$ cat src/rtl/mcdp_pkg.sv
// Shared types and constants for the multi-cycle accumulator datapath:
// opcodes, FSM states, instruction field positions and register indices.
package mcdp_pkg;

  typedef enum logic [3:0] {
    OP_ADD  = 4'd0,
    OP_SUB  = 4'd1,
    OP_ADDI = 4'd2,
    OP_LW   = 4'd3,
    OP_SW   = 4'd4,
    OP_BEQ  = 4'd5,
    OP_HALT = 4'd15
  } op_e;

  typedef enum logic [2:0] {
    S_IDLE,
    S_FETCH,
    S_DECODE,
    S_EXEC,
    S_MEM,
    S_WB,
    S_HALT
  } state_e;

  localparam int INSTR_W = 16;
  localparam int OP_LSB  = 12;
  localparam int OP_W    = 4;
  localparam int RD_LSB  = 10;
  localparam int R1_LSB  = 8;
  localparam int R2_LSB  = 6;
  localparam int RF_W    = 2;
  localparam int IMM_W   = 6;

  localparam int REG_ACC  = 0;
  localparam int REG_ACCO = 1;
  localparam int REG_SP   = 2;
  localparam int REG_RA   = 3;

endpackage

$ cat src/rtl/mcdp_regfile.sv
// NREGS x DATA_W register file: three async read ports for the datapath,
// one async debug read port, one synchronous write port, async clear.
module mcdp_regfile #(
  parameter int DATA_W = 16,
  parameter int REG_AW = 2
) (
  input  logic              CLK,
  input  logic              RST,
  input  logic [REG_AW-1:0] ra1,
  input  logic [REG_AW-1:0] ra2,
  input  logic [REG_AW-1:0] ra3,
  input  logic [REG_AW-1:0] dbg_addr,
  output logic [DATA_W-1:0] rd1,
  output logic [DATA_W-1:0] rd2,
  output logic [DATA_W-1:0] rd3,
  output logic [DATA_W-1:0] dbg_data,
  input  logic              we,
  input  logic [REG_AW-1:0] wa,
  input  logic [DATA_W-1:0] wd
);
  localparam int NREGS = 2**REG_AW;

  logic [NREGS-1:0][DATA_W-1:0] regs_q, regs_d;

  always_comb begin
    regs_d = regs_q;
    if (we) regs_d[wa] = wd;
  end

  always_ff @(posedge CLK or negedge RST) begin
    if (!RST) regs_q <= '0;
    else      regs_q <= regs_d;
  end

  assign rd1      = regs_q[ra1];
  assign rd2      = regs_q[ra2];
  assign rd3      = regs_q[ra3];
  assign dbg_data = regs_q[dbg_addr];

endmodule

$ cat src/rtl/mc_accum_datapath.sv
// Multi-cycle 16-bit-instruction datapath with internal sequencing FSM.
// Define MCDP_PERFCNT_EN to add cycle/retire performance counters.
module mc_accum_datapath
  import mcdp_pkg::*;
#(
  parameter int                DATA_W = 16,
  parameter int                REG_AW = 2,
  parameter logic [DATA_W-1:0] RST_PC = '0
) (
  input  logic              CLK,
  input  logic              RST,
  input  logic              start,
  output logic              mem_req,
  output logic              mem_we,
  output logic [DATA_W-1:0] mem_addr,
  output logic [DATA_W-1:0] mem_wdata,
  input  logic [DATA_W-1:0] mem_rdata,
  input  logic              mem_ready,
  output logic              busy,
  output logic              halted,
  output logic              illegal,
  output logic [DATA_W-1:0] pc,
`ifdef MCDP_PERFCNT_EN
  output logic [31:0]       cyc_cnt,
  output logic [31:0]       ret_cnt,
`endif
  input  logic [REG_AW-1:0] dbg_addr,
  output logic [DATA_W-1:0] dbg_data
);

  state_e               state_q, state_d;
  logic [DATA_W-1:0]    pc_q, pc_d;
  logic [INSTR_W-1:0]   ir_q, ir_d;
  logic [DATA_W-1:0]    a_q, a_d, b_q, b_d, s_q, s_d;
  logic [DATA_W-1:0]    alu_q, alu_d, mdr_q, mdr_d;
  logic                 illegal_q, illegal_d;

  op_e                  op;
  logic [DATA_W-1:0]    imm;
  logic [REG_AW-1:0]    rd_a, r1_a, r2_a;
  logic [DATA_W-1:0]    rf_a, rf_b, rf_s;
  logic                 rf_we;

  assign op   = op_e'(ir_q[OP_LSB +: OP_W]);
  assign imm  = {{(DATA_W-IMM_W){ir_q[IMM_W-1]}}, ir_q[IMM_W-1:0]};
  // Register fields are 2 bits wide in the encoding; resize to REG_AW.
  assign rd_a = REG_AW'(ir_q[RD_LSB +: RF_W]);
  assign r1_a = REG_AW'(ir_q[R1_LSB +: RF_W]);
  assign r2_a = REG_AW'(ir_q[R2_LSB +: RF_W]);

  mcdp_regfile #(.DATA_W(DATA_W), .REG_AW(REG_AW)) u_rf (
    .CLK      (CLK),
    .RST      (RST),
    .ra1      (r1_a),
    .ra2      (r2_a),
    .ra3      (rd_a),
    .dbg_addr (dbg_addr),
    .rd1      (rf_a),
    .rd2      (rf_b),
    .rd3      (rf_s),
    .dbg_data (dbg_data),
    .we       (rf_we),
    .wa       (rd_a),
    .wd       ((op == OP_LW) ? mdr_q : alu_q)
  );

  always_comb begin
    state_d   = state_q;
    pc_d      = pc_q;
    ir_d      = ir_q;
    a_d       = a_q;
    b_d       = b_q;
    s_d       = s_q;
    alu_d     = alu_q;
    mdr_d     = mdr_q;
    illegal_d = illegal_q;
    mem_req   = 1'b0;
    mem_we    = 1'b0;
    mem_addr  = '0;
    mem_wdata = '0;
    rf_we     = 1'b0;
    case (state_q)
      S_IDLE: if (start) state_d = S_FETCH;
      S_FETCH: begin
        mem_req  = 1'b1;
        mem_addr = pc_q;
        if (mem_ready) begin
          ir_d    = mem_rdata[INSTR_W-1:0];
          pc_d    = pc_q + DATA_W'(1);
          state_d = S_DECODE;
        end
      end
      S_DECODE: begin
        a_d     = rf_a;
        b_d     = rf_b;
        s_d     = rf_s;
        state_d = S_EXEC;
      end
      S_EXEC: begin
        case (op)
          OP_ADD:  begin alu_d = a_q + b_q; state_d = S_WB;  end
          OP_SUB:  begin alu_d = a_q - b_q; state_d = S_WB;  end
          OP_ADDI: begin alu_d = a_q + imm; state_d = S_WB;  end
          OP_LW,
          OP_SW:   begin alu_d = a_q + imm; state_d = S_MEM; end
          OP_BEQ: begin
            if (a_q == b_q) pc_d = pc_q + imm;
            state_d = S_FETCH;
          end
          OP_HALT: state_d = S_HALT;
          default: begin illegal_d = 1'b1; state_d = S_HALT; end
        endcase
      end
      S_MEM: begin
        // Address and store data come from flops, so they hold through waits.
        mem_req   = 1'b1;
        mem_we    = (op == OP_SW);
        mem_addr  = alu_q;
        mem_wdata = s_q;
        if (mem_ready) begin
          mdr_d   = mem_rdata;
          state_d = (op == OP_SW) ? S_FETCH : S_WB;
        end
      end
      S_WB: begin
        rf_we   = 1'b1;
        state_d = S_FETCH;
      end
      S_HALT: begin
        if (start) begin
          pc_d      = RST_PC;
          illegal_d = 1'b0;
          state_d   = S_FETCH;
        end
      end
      default: state_d = S_IDLE;
    endcase
  end

  always_ff @(posedge CLK or negedge RST) begin
    if (!RST) begin
      state_q   <= S_IDLE;
      pc_q      <= RST_PC;
      ir_q      <= '0;
      a_q       <= '0;
      b_q       <= '0;
      s_q       <= '0;
      alu_q     <= '0;
      mdr_q     <= '0;
      illegal_q <= 1'b0;
    end else begin
      state_q   <= state_d;
      pc_q      <= pc_d;
      ir_q      <= ir_d;
      a_q       <= a_d;
      b_q       <= b_d;
      s_q       <= s_d;
      alu_q     <= alu_d;
      mdr_q     <= mdr_d;
      illegal_q <= illegal_d;
    end
  end

  assign busy    = (state_q != S_IDLE) && (state_q != S_HALT);
  assign halted  = (state_q == S_HALT);
  assign illegal = illegal_q;
  assign pc      = pc_q;

`ifdef MCDP_PERFCNT_EN
  logic [31:0] cyc_cnt_q, cyc_cnt_d, ret_cnt_q, ret_cnt_d;
  logic        retire;

  // Retirement: register writeback, store completion, or any branch resolve.
  assign retire = (state_q == S_WB) ||
                  (state_q == S_MEM && op == OP_SW && mem_ready) ||
                  (state_q == S_EXEC && op == OP_BEQ);

  always_comb begin
    cyc_cnt_d = cyc_cnt_q + (busy   ? 32'd1 : 32'd0);
    ret_cnt_d = ret_cnt_q + (retire ? 32'd1 : 32'd0);
  end

  always_ff @(posedge CLK or negedge RST) begin
    if (!RST) begin
      cyc_cnt_q <= '0;
      ret_cnt_q <= '0;
    end else begin
      cyc_cnt_q <= cyc_cnt_d;
      ret_cnt_q <= ret_cnt_d;
    end
  end

  assign cyc_cnt = cyc_cnt_q;
  assign ret_cnt = ret_cnt_q;
`endif

endmodule

$ cat config.mk
export PLATFORM = sky130hd
export DESIGN_NAME = mc_accum_datapath
export DESIGN_NICKNAME = d
export VERILOG_FILES = /design/src/rtl/mcdp_pkg.sv /design/src/rtl/mcdp_regfile.sv /design/src/rtl/mc_accum_datapath.sv
export SDC_FILE = /design/constraint.sdc
export NUM_CORES = 1
export LEC_CHECK = 0
export CORE_ASPECT_RATIO = 0.6
export CORE_MARGIN = 2
export CORE_UTILIZATION = 50
export DETAILED_ROUTE_END_ITERATION = 7
export MAX_ROUTING_LAYER = met4
export PLACE_DENSITY = 0.81
export SLEW_MARGIN = 20
export SYNTH_ARGS = -nofsm -noshare
export SYNTH_HDL_FRONTEND = slang
export SYNTH_SLANG_ARGS = --single-unit
$ cat constraint.sdc
create_clock -name CLK -period 10.5 [get_ports CLK]
set_clock_uncertainty 0.2 [all_clocks]
set_input_delay 3.15 -clock CLK [delete_from_list [all_inputs] [get_ports CLK]]
set_output_delay 3.15 -clock CLK [all_outputs]
set_load 0.005 [all_outputs]
==> impl_metrics.yaml <==
placement:
  dp_hpwl_mm: 22.2
  gp_routability_congestion: 0.958
  port_buffers: 90
  dpl.cell_count: 1388
synthesis:
  synth_cells: 1049
  synth_common_cells: "180 x dfrtp_1, 100 x nand2_1, 82 x a21oi_1, 79 x o21ai_0, 68 x mux2_2"
  synth_top_cell_by_area: "dfrtp_1"
  seq_area_frac_synth_pct: 39.6
  ys.flop_type: "dfrtp_1"
  synth_most_common_cell: "dfrtp_1"
  avgSynthCellArea_sq_um: 10.8
  syn-num-nets: 1121
  synthDistinctLibCells: 76
  synthDominantCellAreaShare_pct: 39.6
  async_flop_share_pct: 100
  syn-cell-area_sq_um: 11400
  synth_warnings: 0
  synth_edf_count: 0
  synth_seq_cells: 180
  synthTopCellsByArea: "dfrtp_1 40%, mux4_2 13%, mux2_2 6.7%, ha_1 5.2%, a21oi_1 3.6%"
worst_setup_path:
  reg2reg_slack_ns: 5.74
  cp_slowest_stage_delay_ns: 1.09
  arrival_ns: 5.16
  crit_chain: "clkdlybuf4s50_1 -> mux4_2 -> clkdlybuf4s50_1"
  required_ns: 7.15
  path_max_fanout: 16
  reg2regPathDepth: 11
  worstReg2RegStart: "ir_q[14]"
  crit_top_cell: "clkdlybuf4s50_1"
  cp_slowest_cell: "clkdlybuf4s50_1"
  end_kind: "primary output"
  regToRegEndpoint: "alu_q[14]"
  critPathKind: "in2out"
  critPathLaunchType: "primary input"
job:
  drv_cap: 0
final_layout:
  regArea_sq_um: 4510
  finish.utilization_pct: 59.0
  syn_to_final_growth_pct: 15.1
  layoutNonFillerInstCount: 1422
  fill_cells: 1822
  nets: 1171
  multi_input_area_sq_um: 6450
  drive_gt1_share_pct: 19.3
detailed_routing:
  vias: 8814
  wirelength_mm: 30.7
  dr.pass1.iters: 6
  dr.first_iter.drc_count: 873
  viasPerCell: 6.20
  antenna_left: 0
  drcViolationCount: 0
  wl_per_cell_um: 21.6
clocking:
  cts_tree: "done"
  numCtsBuffers: 17
  cts_hold_buffers: 0
  post_cts_resized: 0
  clk_root_buffer_cell: "clkbuf_16"
  cts_num_sinks: 180
  path_clk_slew_ns: 0.07
  insertion_delay_ns: 0.45
  cts_buffer_depth: 2
  post_cts_buffers: 0
  htreeDepth: 4
sta:
  setup_viol_count_final: 0
  max_freq_mhz: 117
  drv_slew: 0
  finalHoldViolations: 0
  rsz0062_at_grt: "no"
  slew_headroom_pct: 26.9
  worst_pin_slew_ns: 1.10
  finalSetupTns_ns: 0
  period_share_pct: 81.1
  fin_crit_ns: 8.51
worst_hold_path:
  hold_path_startpoint: "s_q[4]"
  hold_class: "reg2reg"
  whs_path_depth: 1
  hold_end: "s_q[4]"
grt:
  grt_pass1_vias: 8480
  grt_usage_pct: 27.5
  grt-ovfl-total: 0
  grt_max_degree: 106
  antenna_found_initial: 1
  grt_first_pass_wirelength_mm: 48.5
power_and_ir_drop:
  peakVddDrop_mv: 0.203
  p_leak_nw: 5.61
  power.density_nw_per_um2: 335
floorplanning:
  row_count: 42
  ios: 91
  coreArea_sq_um: 22200
  initial_core_util_pct: 51.3
  die_w_um: 199
  dieArea_sq_um: 24000
  die_h_um: 121
run_status:
  status: "completed"
## cell type report
cell class | instances | share of cell area [%]
Inverter | 24 | 0.689
Tap cell | 308 | 2.95
Sequential cell | 180 | 34.5
Multi-Input combinational cell | 774 | 49.3
Antenna cell | 2 | 0.0383
Timing Repair Buffer | 102 | 7.59
Clock buffer | 20 | 3.49
Clock inverter | 12 | 1.45
## critical path: cells and delay by family
family                 cells  cell delay, ns
multiplexers               1            0.43
buffers and inverters      2            1.57
## power breakdown
part / switching, W / internal, W / leakage, nW
clock: 0.000292 / 0.000417 / 0.310
sequential: 0.000400 / 0.000981 / 2.30
combinational: 0.00116 / 0.00112 / 3.00
total: 0.00185 / 0.00252 / 5.61
## cell families (layout without fill, tap and decap cells)
kind of cell	count (synthesis)	after routing	share of synthesized area (%)
adders and majority gates	51	51	5.79
muxes	151	151	21.1
xor gates and xnor gates	35	35	2.70
AOI/OAI and AO/OA	276	276	16.0
and+or+nand+nor	261	261	11.1
buffers and inverters	95	158	3.70
DFF	180	180	39.6
other	0	2	0
## cells in the final DEF (no fill, tap or decap), types with 4 or more instances in the layout
cell / Yosys / final
xor2_1: 11 / 11
nor3_1: 6 / 5
nand2_1: 100 / 100
nand3_1: 13 / 13
o211ai_1: 7 / 7
inv_1: 24 / 24
nor2_1: 67 / 67
buf_4: 3 / 12
o21ai_0: 79 / 79
xnor2_1: 24 / 24
and2_1: 6 / 6
a21o_1: 25 / 25
ha_1: 47 / 47
clkdlybuf4s50_1: 0 / 89
a21oi_1: 82 / 82
dfrtp_1: 180 / 178
a31oi_1: 5 / 5
inv_6: 0 / 4
o31ai_2: 7 / 7
bufinv_16: 0 / 4
mux2_2: 68 / 68
clkbuf_16: 0 / 17
nand2b_1: 10 / 10
mux4_2: 64 / 64
mux2i_1: 19 / 19
and3_1: 21 / 21
a22o_1: 25 / 25
nand4_1: 10 / 10
o21bai_1: 5 / 5
## metrics by stage
stage               power (W)  worst slack [ns]  cell area (sq um)  hold slack, ns
floorplan             0.00293              2.75              11400           0.271
global placement      0.00354              2.05              12400           0.284
detailed placement    0.00362              1.98              12400           0.290
CTS                   0.00435              1.97              13100           0.305
global route          0.00465              1.94              13100           0.312
finish                0.00438              1.99              13100           0.303
## state kept, by name (all words and copies together), names as in the netlist
signal / flops
a_q: 16
alu_q: 16
b_q: 16
illegal: 1
ir_q: 16
mdr_q: 16
pc: 16
s_q: 16
state_q: 3
u_rf.regs_q: 64
## worst max-delay path by stage
stage,from,end,slack (ns),cells after the start
floorplan,dbg_addr[0],dbg_data[10],2.75,3
detailed placement,dbg_addr[1],dbg_data[15],1.98,3
global placement,dbg_addr[1],dbg_data[1],2.05,3
finish,dbg_addr[1],dbg_data[15],1.99,3
CTS,dbg_addr[1],dbg_data[15],1.97,3
global route,dbg_addr[1],dbg_data[15],1.94,3
## layer usage
layer / routed length [um] / up-vias / GRT usage, % / part of all wire [%]
li1: - / 4007 / - / -
met1: 14400 / 4427 / 40.4 / 47
met2: 13700 / 341 / 38.6 / 44
met3: 2090 / 39 / 5.66 / 6.8
met4: 543 / 0 / 7.74 / 1.8
met5: 0 / - / - / 0
No activity file was read; power rests on OpenSTA's default activity.
